### config.mk
export PLATFORM = sky130hd
export DESIGN_NAME = cluster_cken_seq
export DESIGN_NICKNAME = d
export VERILOG_FILES = /design/src/rtl/cluster_cken_seq_pkg.sv /design/src/rtl/cluster_seq_cnt.sv /design/src/rtl/cluster_cken_seq.sv
export SDC_FILE = /design/constraint.sdc
export NUM_CORES = 1
export LEC_CHECK = 0
export CORE_AREA = 2 2 39 41
export CTS_CLUSTER_DIAMETER = 50
export CTS_CLUSTER_SIZE = 16
export DETAILED_ROUTE_END_ITERATION = 10
export DIE_AREA = 0 0 41 43
export GPL_TIMING_DRIVEN = 0
export MAX_ROUTING_LAYER = met4
export PLACE_DENSITY = 0.87
export SYNTH_ARGS = -nofsm -noshare
export SYNTH_HDL_FRONTEND = slang
export SYNTH_SLANG_ARGS = --single-unit
### constraint.sdc
create_clock -name gclk -period 2.72 [get_ports gclk]
set_input_delay 0.68 -clock gclk [delete_from_list [all_inputs] [get_ports gclk]]
set_output_delay 0.68 -clock gclk [all_outputs]
set_load 0.01 [all_outputs]
### src/rtl/cluster_cken_seq_pkg.sv
// rtl/cluster_cken_seq_pkg.sv - state encoding and default delays for the cluster clock/reset sequencer
package cluster_cken_seq_pkg;

    typedef enum logic [2:0] {
        ST_COLD      = 3'd0,
        ST_CKEN_WAIT = 3'd1,
        ST_GRST_WAIT = 3'd2,
        ST_RUN       = 3'd3,
        ST_WARM      = 3'd4,
        ST_DRAIN     = 3'd5,
        ST_STOPPED   = 3'd6,
        ST_RESTART   = 3'd7
    } seq_state_e;

    localparam int DEF_CNT_W     = 4;
    localparam int DEF_CKEN_DLY  = 4;
    localparam int DEF_GRST_DLY  = 8;
    localparam int DEF_DRAIN_DLY = 4;

    // A delay is usable when it is non-zero and its reload value fits the counter.
    function automatic logic dly_legal(input int dly, input int cnt_w);
        return (dly >= 1) && (dly <= (1 << cnt_w) - 1);
    endfunction

endpackage

### src/rtl/cluster_seq_cnt.sv
// rtl/cluster_seq_cnt.sv - loadable down-counter with zero flag, holds at zero
module cluster_seq_cnt #(
    parameter int CNT_W = 4
) (
    input  logic             clk,
    input  logic             rst,
    input  logic             load,
    input  logic [CNT_W-1:0] load_val,
    output logic             zero
);

    logic [CNT_W-1:0] cnt;

    always_ff @(posedge clk or posedge rst) begin
        if (rst) begin
            cnt <= '0;
        end else if (load) begin
            cnt <= load_val;
        end else if (cnt != '0) begin
            cnt <= cnt - CNT_W'(1);
        end
    end

    assign zero = (cnt == '0);

endmodule

### src/rtl/cluster_cken_seq.sv
// rtl/cluster_cken_seq.sv - per-cluster cken/grst/dbginit sequencer; optional CLUSTER_SEQ_DBGINIT_EN adds dbginit handshake
module cluster_cken_seq
    import cluster_cken_seq_pkg::*;
#(
    parameter int CNT_W     = DEF_CNT_W,
    parameter int CKEN_DLY  = DEF_CKEN_DLY,
    parameter int GRST_DLY  = DEF_GRST_DLY,
    parameter int DRAIN_DLY = DEF_DRAIN_DLY
) (
    input  logic       gclk,
    input  logic       arst,
    input  logic       warm_rst_req,
    output logic       warm_rst_ack,
    input  logic       cken_stop_req,
    output logic       cken_stop_ack,
    output logic       cluster_cken,
    output logic       grst_l,
    output logic       gdbginit_l,
`ifdef CLUSTER_SEQ_DBGINIT_EN
    input  logic       dbginit_req,
    output logic       dbginit_ack,
`endif
    output logic [2:0] seq_state
);

    if (!dly_legal(CKEN_DLY, CNT_W)) begin : g_bad_cken_dly
        $error("cluster_cken_seq: CKEN_DLY must be 1..2^CNT_W-1");
    end
    if (!dly_legal(GRST_DLY, CNT_W) || GRST_DLY < 4) begin : g_bad_grst_dly
        $error("cluster_cken_seq: GRST_DLY must be 4..2^CNT_W-1");
    end
    if (!dly_legal(DRAIN_DLY, CNT_W)) begin : g_bad_drain_dly
        $error("cluster_cken_seq: DRAIN_DLY must be 1..2^CNT_W-1");
    end

    localparam logic [CNT_W-1:0] CKEN_LD  = CNT_W'(CKEN_DLY - 1);
    localparam logic [CNT_W-1:0] GRST_LD  = CNT_W'(GRST_DLY - 1);
    localparam logic [CNT_W-1:0] DRAIN_LD = CNT_W'(DRAIN_DLY - 1);

    seq_state_e       state_q, state_d;
    logic             cken_q, cken_d;
    logic             grst_q, grst_d;
    logic             dbg_q, dbg_d;
    logic             sack_q, sack_d;
    logic             wack_q, wack_d;
    logic             pend_q, pend_d;
    logic             cnt_load;
    logic [CNT_W-1:0] cnt_val;
    logic             cnt_zero;
`ifdef CLUSTER_SEQ_DBGINIT_EN
    logic             dact_q, dact_d;
    logic             dack_q, dack_d;
`endif

    cluster_seq_cnt #(
        .CNT_W (CNT_W)
    ) u_cnt (
        .clk      (gclk),
        .rst      (arst),
        .load     (cnt_load),
        .load_val (cnt_val),
        .zero     (cnt_zero)
    );

    always_ff @(posedge gclk or posedge arst) begin
        if (arst) begin
            state_q <= ST_COLD;
            cken_q  <= 1'b0;
            grst_q  <= 1'b0;
            dbg_q   <= 1'b0;
            sack_q  <= 1'b0;
            wack_q  <= 1'b0;
            pend_q  <= 1'b0;
`ifdef CLUSTER_SEQ_DBGINIT_EN
            dact_q  <= 1'b0;
            dack_q  <= 1'b0;
`endif
        end else begin
            state_q <= state_d;
            cken_q  <= cken_d;
            grst_q  <= grst_d;
            dbg_q   <= dbg_d;
            sack_q  <= sack_d;
            wack_q  <= wack_d;
            pend_q  <= pend_d;
`ifdef CLUSTER_SEQ_DBGINIT_EN
            dact_q  <= dact_d;
            dack_q  <= dack_d;
`endif
        end
    end

    always_comb begin
        state_d  = state_q;
        cken_d   = cken_q;
        grst_d   = grst_q;
        dbg_d    = dbg_q;
        sack_d   = sack_q;
        wack_d   = 1'b0;
        cnt_load = 1'b0;
        cnt_val  = '0;
        // Warm requests seen outside RUN are remembered and collapse into one.
        pend_d   = pend_q | (warm_rst_req & (state_q != ST_RUN));
`ifdef CLUSTER_SEQ_DBGINIT_EN
        dact_d   = dact_q;
        dack_d   = 1'b0;
`endif

        unique case (state_q)
            ST_COLD: begin
                state_d  = ST_CKEN_WAIT;
                cnt_load = 1'b1;
                cnt_val  = CKEN_LD;
            end
            ST_CKEN_WAIT: begin
                if (cnt_zero) begin
                    state_d  = ST_GRST_WAIT;
                    cken_d   = 1'b1;
                    cnt_load = 1'b1;
                    cnt_val  = GRST_LD;
                end
            end
            ST_GRST_WAIT: begin
                if (cnt_zero) begin
                    state_d = ST_RUN;
                    grst_d  = 1'b1;
                    dbg_d   = 1'b1;
                end
            end
            ST_RUN: begin
                if (pend_q || warm_rst_req) begin
                    state_d  = ST_WARM;
                    grst_d   = 1'b0;
                    dbg_d    = 1'b0;
                    pend_d   = 1'b0;
                    cnt_load = 1'b1;
                    cnt_val  = GRST_LD;
`ifdef CLUSTER_SEQ_DBGINIT_EN
                    dact_d   = 1'b0;
                end else if (dact_q) begin
                    // Debug init runs inside RUN on the shared counter; stop waits for it.
                    if (cnt_zero) begin
                        dbg_d  = 1'b1;
                        dack_d = 1'b1;
                        dact_d = 1'b0;
                    end
`endif
                end else if (cken_stop_req) begin
                    state_d  = ST_DRAIN;
                    cnt_load = 1'b1;
                    cnt_val  = DRAIN_LD;
`ifdef CLUSTER_SEQ_DBGINIT_EN
                end else if (dbginit_req) begin
                    dbg_d    = 1'b0;
                    dact_d   = 1'b1;
                    cnt_load = 1'b1;
                    cnt_val  = GRST_LD;
`endif
                end
            end
            ST_WARM: begin
                if (cnt_zero) begin
                    state_d = ST_RUN;
                    grst_d  = 1'b1;
                    dbg_d   = 1'b1;
                    wack_d  = 1'b1;
                end
            end
            ST_DRAIN: begin
                if (cnt_zero) begin
                    state_d = ST_STOPPED;
                    cken_d  = 1'b0;
                    sack_d  = 1'b1;
                end
            end
            ST_STOPPED: begin
                if (!cken_stop_req) begin
                    state_d  = ST_RESTART;
                    cken_d   = 1'b1;
                    cnt_load = 1'b1;
                    cnt_val  = CKEN_LD;
                end
            end
            ST_RESTART: begin
                if (cnt_zero) begin
                    state_d = ST_RUN;
                    sack_d  = 1'b0;
                end
            end
            default: begin
                state_d = ST_COLD;
            end
        endcase
    end

    assign cluster_cken  = cken_q;
    assign grst_l        = grst_q;
    assign gdbginit_l    = dbg_q;
    assign cken_stop_ack = sack_q;
    assign warm_rst_ack  = wack_q;
    assign seq_state     = state_q;
`ifdef CLUSTER_SEQ_DBGINIT_EN
    assign dbginit_ack   = dack_q;
`endif

endmodule
=== After elaboration in Yosys (flattened, before gate mapping) ===
Index checks and enable logic that the tools add are counted.

* Flip-flop bits (word level): 12
* Input port bits: 4
* Output and inout bits: 8
* Logic and storage cells: 69

* Add/subtract/negate cells: 1
* Equal/unequal tests: 16
* Muxes and demuxes: 29
* Bitwise operators: 2
* Reductions and logical operators: 14

{| class="wikitable"
|+ Operators with widths
! cell !! count
|-
| 3-bit 2-to-1 mux || 8
|-
| 3-bit one-hot mux with 6 select lines || 1
|-
| 3-bit equality test, second input constant || 4
|-
| 3-bit one-hot mux with 4 select lines || 1
|-
| 1-bit 2-to-1 mux || 11
|-
| 2-bit inequality test, second input constant || 5
|-
| 4-bit 2-to-1 mux || 2
|-
| 3-bit by 2-bit equality test with 1-bit output, second input constant || 2
|-
| 3-bit AND reduction || 2
|-
| 2-bit nonzero test || 3
|-
| 5-bit AND reduction || 1
|-
| 4-bit logical NOT || 1
|-
| 2-bit 2-to-1 mux || 2
|-
| 2-bit by 1-bit inequality test with 1-bit output, second input constant || 2
|-
| 1-bit one-hot mux with 2 select lines || 2
|-
| 1-bit one-hot mux with 4 select lines || 1
|-
| 4-bit AND reduction || 1
|-
| 4-bit nonzero test || 1
|-
| 4-bit by 1-bit subtractor with 4-bit output, second input constant || 1
|-
| 3-bit by 1-bit equality test with 1-bit output, second input constant || 1
|-
| 3-bit logical NOT || 1
|-
| 3-bit by 2-bit inequality test with 1-bit output, second input constant || 1
|-
| 3-bit inequality test, second input constant || 1
|-
| 1-bit one-hot mux with 3 select lines || 1
|-
| 6 further kinds || 6
|}

=== Logic depth before layout (Yosys ltp) ===
* Depth in word-level cells: 5
* Depth in mapped cells: 6

=== Modules after synthesis ===
From an unflattened synthesis, not the netlist that was laid out.

* Cell total of the unflattened synthesis: 76
* Area, all modules: 726.9 sq um

{| class="wikitable"
|+ Modules (own cells, without submodules)
! module !! instances !! cells an instance !! area an instance (sq um) !! sequential area each (sq um)
|-
| cluster_cken_seq || 1 || 53 || 490.5 || 200.2
|-
| cluster_seq_cnt || 1 || 23 || 236.5 || 100.1
|}

=== Worst setup path after synthesis ===
OpenSTA, ideal clock, no wires.

* Kind: flip-flop to flip-flop
* From: reg u_cnt.cnt[0]
* To: reg state_q[0], in the netlist seq_state[0]
* Library setup time: 0.065 ns
* Data arrival time: 1.412 ns
* Data required time: 2.655 ns
* Slack: 1.242 ns
* Cell stages (with the launch flop): 7
* Period minus slack after synthesis: 1.478 ns
* Cells stage by stage: dfrtp_1 inv_1 ha_1 nor3b_4 o21ai_2 a211o_1 nand2_1

* Word-level cells in the longest chain between the ends: 3
* Elaborated cells on any way between the ends: 5
* Those cells by class: eq/ne (3); reduce/logical (2)

{| class="wikitable"
|+ Ends and longest elaborated chain
! element !! RTL line !! RTL
|-
| start: declaration || cluster_seq_cnt.sv:12 || <nowiki>logic [CNT_W-1:0] cnt;</nowiki>
|-
| start signal: assignment || cluster_seq_cnt.sv:18 || <nowiki>cnt <= load_val;</nowiki>
|-
| start signal: assignment || cluster_seq_cnt.sv:20 || <nowiki>cnt <= cnt - CNT_W'(1);</nowiki>
|-
| 4-bit logical NOT (*) || cluster_seq_cnt.sv:24 || <nowiki>assign zero = (cnt == '0);</nowiki>
|-
| 2-bit inequality test (no line) / 2-bit by 1-bit inequality test with 1-bit output (equally long branches) || -- ||
|-
| 5-bit AND reduction (no line) (*) || -- ||
|-
| end signal: assignment || cluster_cken_seq.sv:79 || <nowiki>state_q <= state_d;</nowiki>
|-
| end: declaration || cluster_cken_seq.sv:40 || <nowiki>seq_state_e state_q, state_d;</nowiki>
|}

Mark *: on every way between the ends. The rest lies on a longest branch, timed or not.
A chain may end at the register's enable or synchronous reset.

=== Final worst setup path ===
* From: reg state_q[0], in the netlist seq_state[0]
* To: out seq_state[0]

{| class="wikitable"
|+ RTL lines
! element !! RTL line !! RTL
|-
| end: declaration || cluster_cken_seq.sv:23 || <nowiki>output logic [2:0] seq_state</nowiki>
|}

No word-level cell between the ends.

==> impl_metrics.toml <==
[run_status]
status = "complete, no violations"

[setup_path]
worstSetupStartpointType = "flop"
r2r_slack_ns = 1.05
critPathKind = "reg -> out"
cp_max_fo = 8
rr_startpoint = "u_cnt.cnt[0]$_DFFE_PP0P_"
critical_path_required_ns = 2.04
worstSetupEndpointType = "primary output"
cp_num_buf_inv = 1
r2r_end = "seq_state[0]$_DFFE_PP0P_"
critPathArrivalTime_ns = 1.38
startpoint = "seq_state[0]$_DFFE_PP0P_"
critical-path-top-delay-family = "buffers and inverters"
reg2reg_depth = 6
crit_path_max_incr_delay_ns = 0.60
crit_chain = "clkdlybuf4s50_1"
worst-path-stages = 1
setup.worst_path.end = "seq_state[0]"
critPathSlowestCell = "clkdlybuf4s50_1"

[min_path]
min_path_type = "reg -> reg"

[synthesis]
ys_types = 30
synth-adder-area-share_pct = 1.83
synth_edf_count = 0
ys_warn_count = 0
synth-compound-area-share_pct = 20.7
synth.cell_area_um2 = 684
synth_top_cell_by_area = "dfrtp_1"
synth_seq_cells = 12
ys.flop_type = "dfrtp_1"
synth_top_area_share_pct = 43.9
synth_cells = 78
async_flop_share_pct = 100
seq_area_frac_synth_pct = 43.9
syn_avg_cell_area_um2 = 8.77
synth_mux_area_share_pct = 0
synth_xor_area_share_pct = 1.28
synth_top_family_by_area = "simple AND/OR/NAND/NOR gates"
syn_nets = 83
synth_simple_gate_area_share_pct = 24.7
synth_area_leaders = "dfrtp_1, nand2_1, o21ai_0"

[global_routing]
grt_busiest_layer = "met2"
grt_use_total_pct = 19.3
gr-usage-met3_pct = 4.71
met2_usage_pct = 26.3
antenna_found_initial = 0
grt_max_degree = 13
grt_use_met1_pct = 24.9
grt_pass1_wl_mm = 2.16
grt.overflow.total = 0
grt_pass1_vias = 499

[clock_tree]
path_clk_slew_ns = 0.07
cts-root-buf = "clkbuf_4"
clock_sinks = 12
clock_path_buffers = 2
cts_buffers = 3
cts_resized = 0
cts_tree = "done"
postCtsSetupBuffers = 0
clk_latency_ns = 0.27
h-tree-depth = 1
cts_hold_buf = 0

[cells_and_area]
instances_no_fill = 108
final_cell_area_um2 = 837
syn_to_final_growth_pct = 22.3
multi_input_area_um2 = 332
post-route-util_pct = 60.5
drive_gt1_share_pct = 10.9
nets = 99
regArea_um2 = 300
diodes = 0
fillCellCount = 123

[sta]
final-hold-violation-count = 0
layout_setup_ws_ns = 0.656
maxSlewHeadroom_pct = 65.1
holdWs_ns = 0.484
period_share_pct = 75.9
worst_pin_slew_ns = 0.516
max_freq_mhz = 484
fin_crit_ns = 2.06
rsz0062_at_grt = "no"
skew_ns = 0.000453
tns_ns = 0
setup_viol = 0
slew_violations = 0

[power]
powerDensity_nw_per_um2 = 1170
switching_power_mw = 0.410
power.total_mw = 0.982
switching_share_pct = 41.8
pwr-share-seq_pct = 33.1
worst_ir_drop_vdd_mv = 0.561
power_leakage_nw = 0.358
intPower_mw = 0.572
p_comb_share_pct = 56.1
power_frac_clock_pct = 10.7

[floorplan]
core_um2 = 1380
rows = 14
die_h_um = 43
initial_core_util_pct = 49.5
num_io_pins = 12
die_area_um2 = 1760
die_w_um = 41

[drt]
avgRoutedWirePerCell_um = 13.0
routed_wl_mm = 1.41
drt_iter0_drc = 11
vias_per_cell = 5.74
dr.pass1.iters = 4
remaining_drc_errors = 0
antenna_left = 0
vias = 620

[placed_design]
hpwl_mm = 1.01
dp_cells = 105
pre_cts_ws_ns = 0.620
io_buffers = 11
gp_congestion = 0.835
dpl_cell_area_um2 = 815

[job]
cap_violations = 0
state kept, by name (all words and copies together), names as in the netlist:
name,flops
u_cnt.cnt,4
seq_state,3
cken_stop_ack,1
cluster_cken,1
gdbginit_l,1
pend_q,1
warm_rst_ack,1
placed cells by master (no fill, tap or decap), drive strengths merged, types with 2 or more instances in the layout:
cell / n
buf: 5
o311ai: 2
nand2: 9
o21ai: 7
dfrtp: 12
clkdlybuf4s50: 11
inv: 5
clkbuf: 3
a21oi: 5
nand3: 5
nand2b: 2
o211ai: 2
nor3: 3
nor2: 7
cell usage after synthesis (2+ instances only):
master    instances
a21oi_1           5
buf_2             3
dfrtp_1          12
inv_1             5
nand2_1           9
nand2b_1          2
nand3_1           5
nor2_1            7
nor3_1            3
o211ai_1          2
o21ai_0           6
layer usage:
layer	wire, µm	vias to the layer above
met5	0	-
met4	25	0
met3	85	4
met2	694	23
met1	601	287
li1	-	306
worst min path at each step:
stage	from	slack (ns)	cells past startpoint	end
finish	cken_stop_ack$_DFFE_PP0P_	0.48	2	cken_stop_ack$_DFFE_PP0P_
global route	cken_stop_ack$_DFFE_PP0P_	0.52	2	cken_stop_ack$_DFFE_PP0P_
CTS	cken_stop_ack$_DFFE_PP0P_	0.49	2	cken_stop_ack$_DFFE_PP0P_
detailed placement	cken_stop_ack$_DFFE_PP0P_	0.48	2	cken_stop_ack$_DFFE_PP0P_
global placement	cken_stop_ack$_DFFE_PP0P_	0.47	2	cken_stop_ack$_DFFE_PP0P_
floorplan	u_cnt.cnt[1]$_DFFE_PP0P_	0.50	2	u_cnt.cnt[1]$_DFFE_PP0P_
power groups by stage:
stage / Clock (mW) / Sequential (mW) / Combinational (mW)
finish: 0.105 / 0.325 / 0.551
global route: 0.115 / 0.335 / 0.607
CTS: 0.111 / 0.325 / 0.555
detailed placement: 0 / 0.327 / 0.552
global placement: 0 / 0.321 / 0.543
floorplan: 0 / 0.331 / 0.370
cell families after synthesis:
family	count (synthesis)
and+or+nand+nor	32
AOI/OAI and AO/OA	22
DFF	12
buffers and inverters	10
xor gates and xnor gates	1
adders and majority gates	1
cell type report:
cell class,instances,share of cell area (%)
flip-flops and latches,12,35.9
clock buffers,3,2.69
plain buffers,5,4.04
inverters,5,2.24
repair buffers,11,13.2
multi-input cells,56,39.6
well taps,16,2.39
worst register-to-register path: stages (launching register included):
cell     delay (ns)
dfrtp_1        0.39
inv_1          0.09
ha_1           0.23
nor3b_4        0.46
nor2_1         0.10
a211o_1        0.27
nand2_1        0.06
Note: power is estimated with default switching activity, not from simulation.
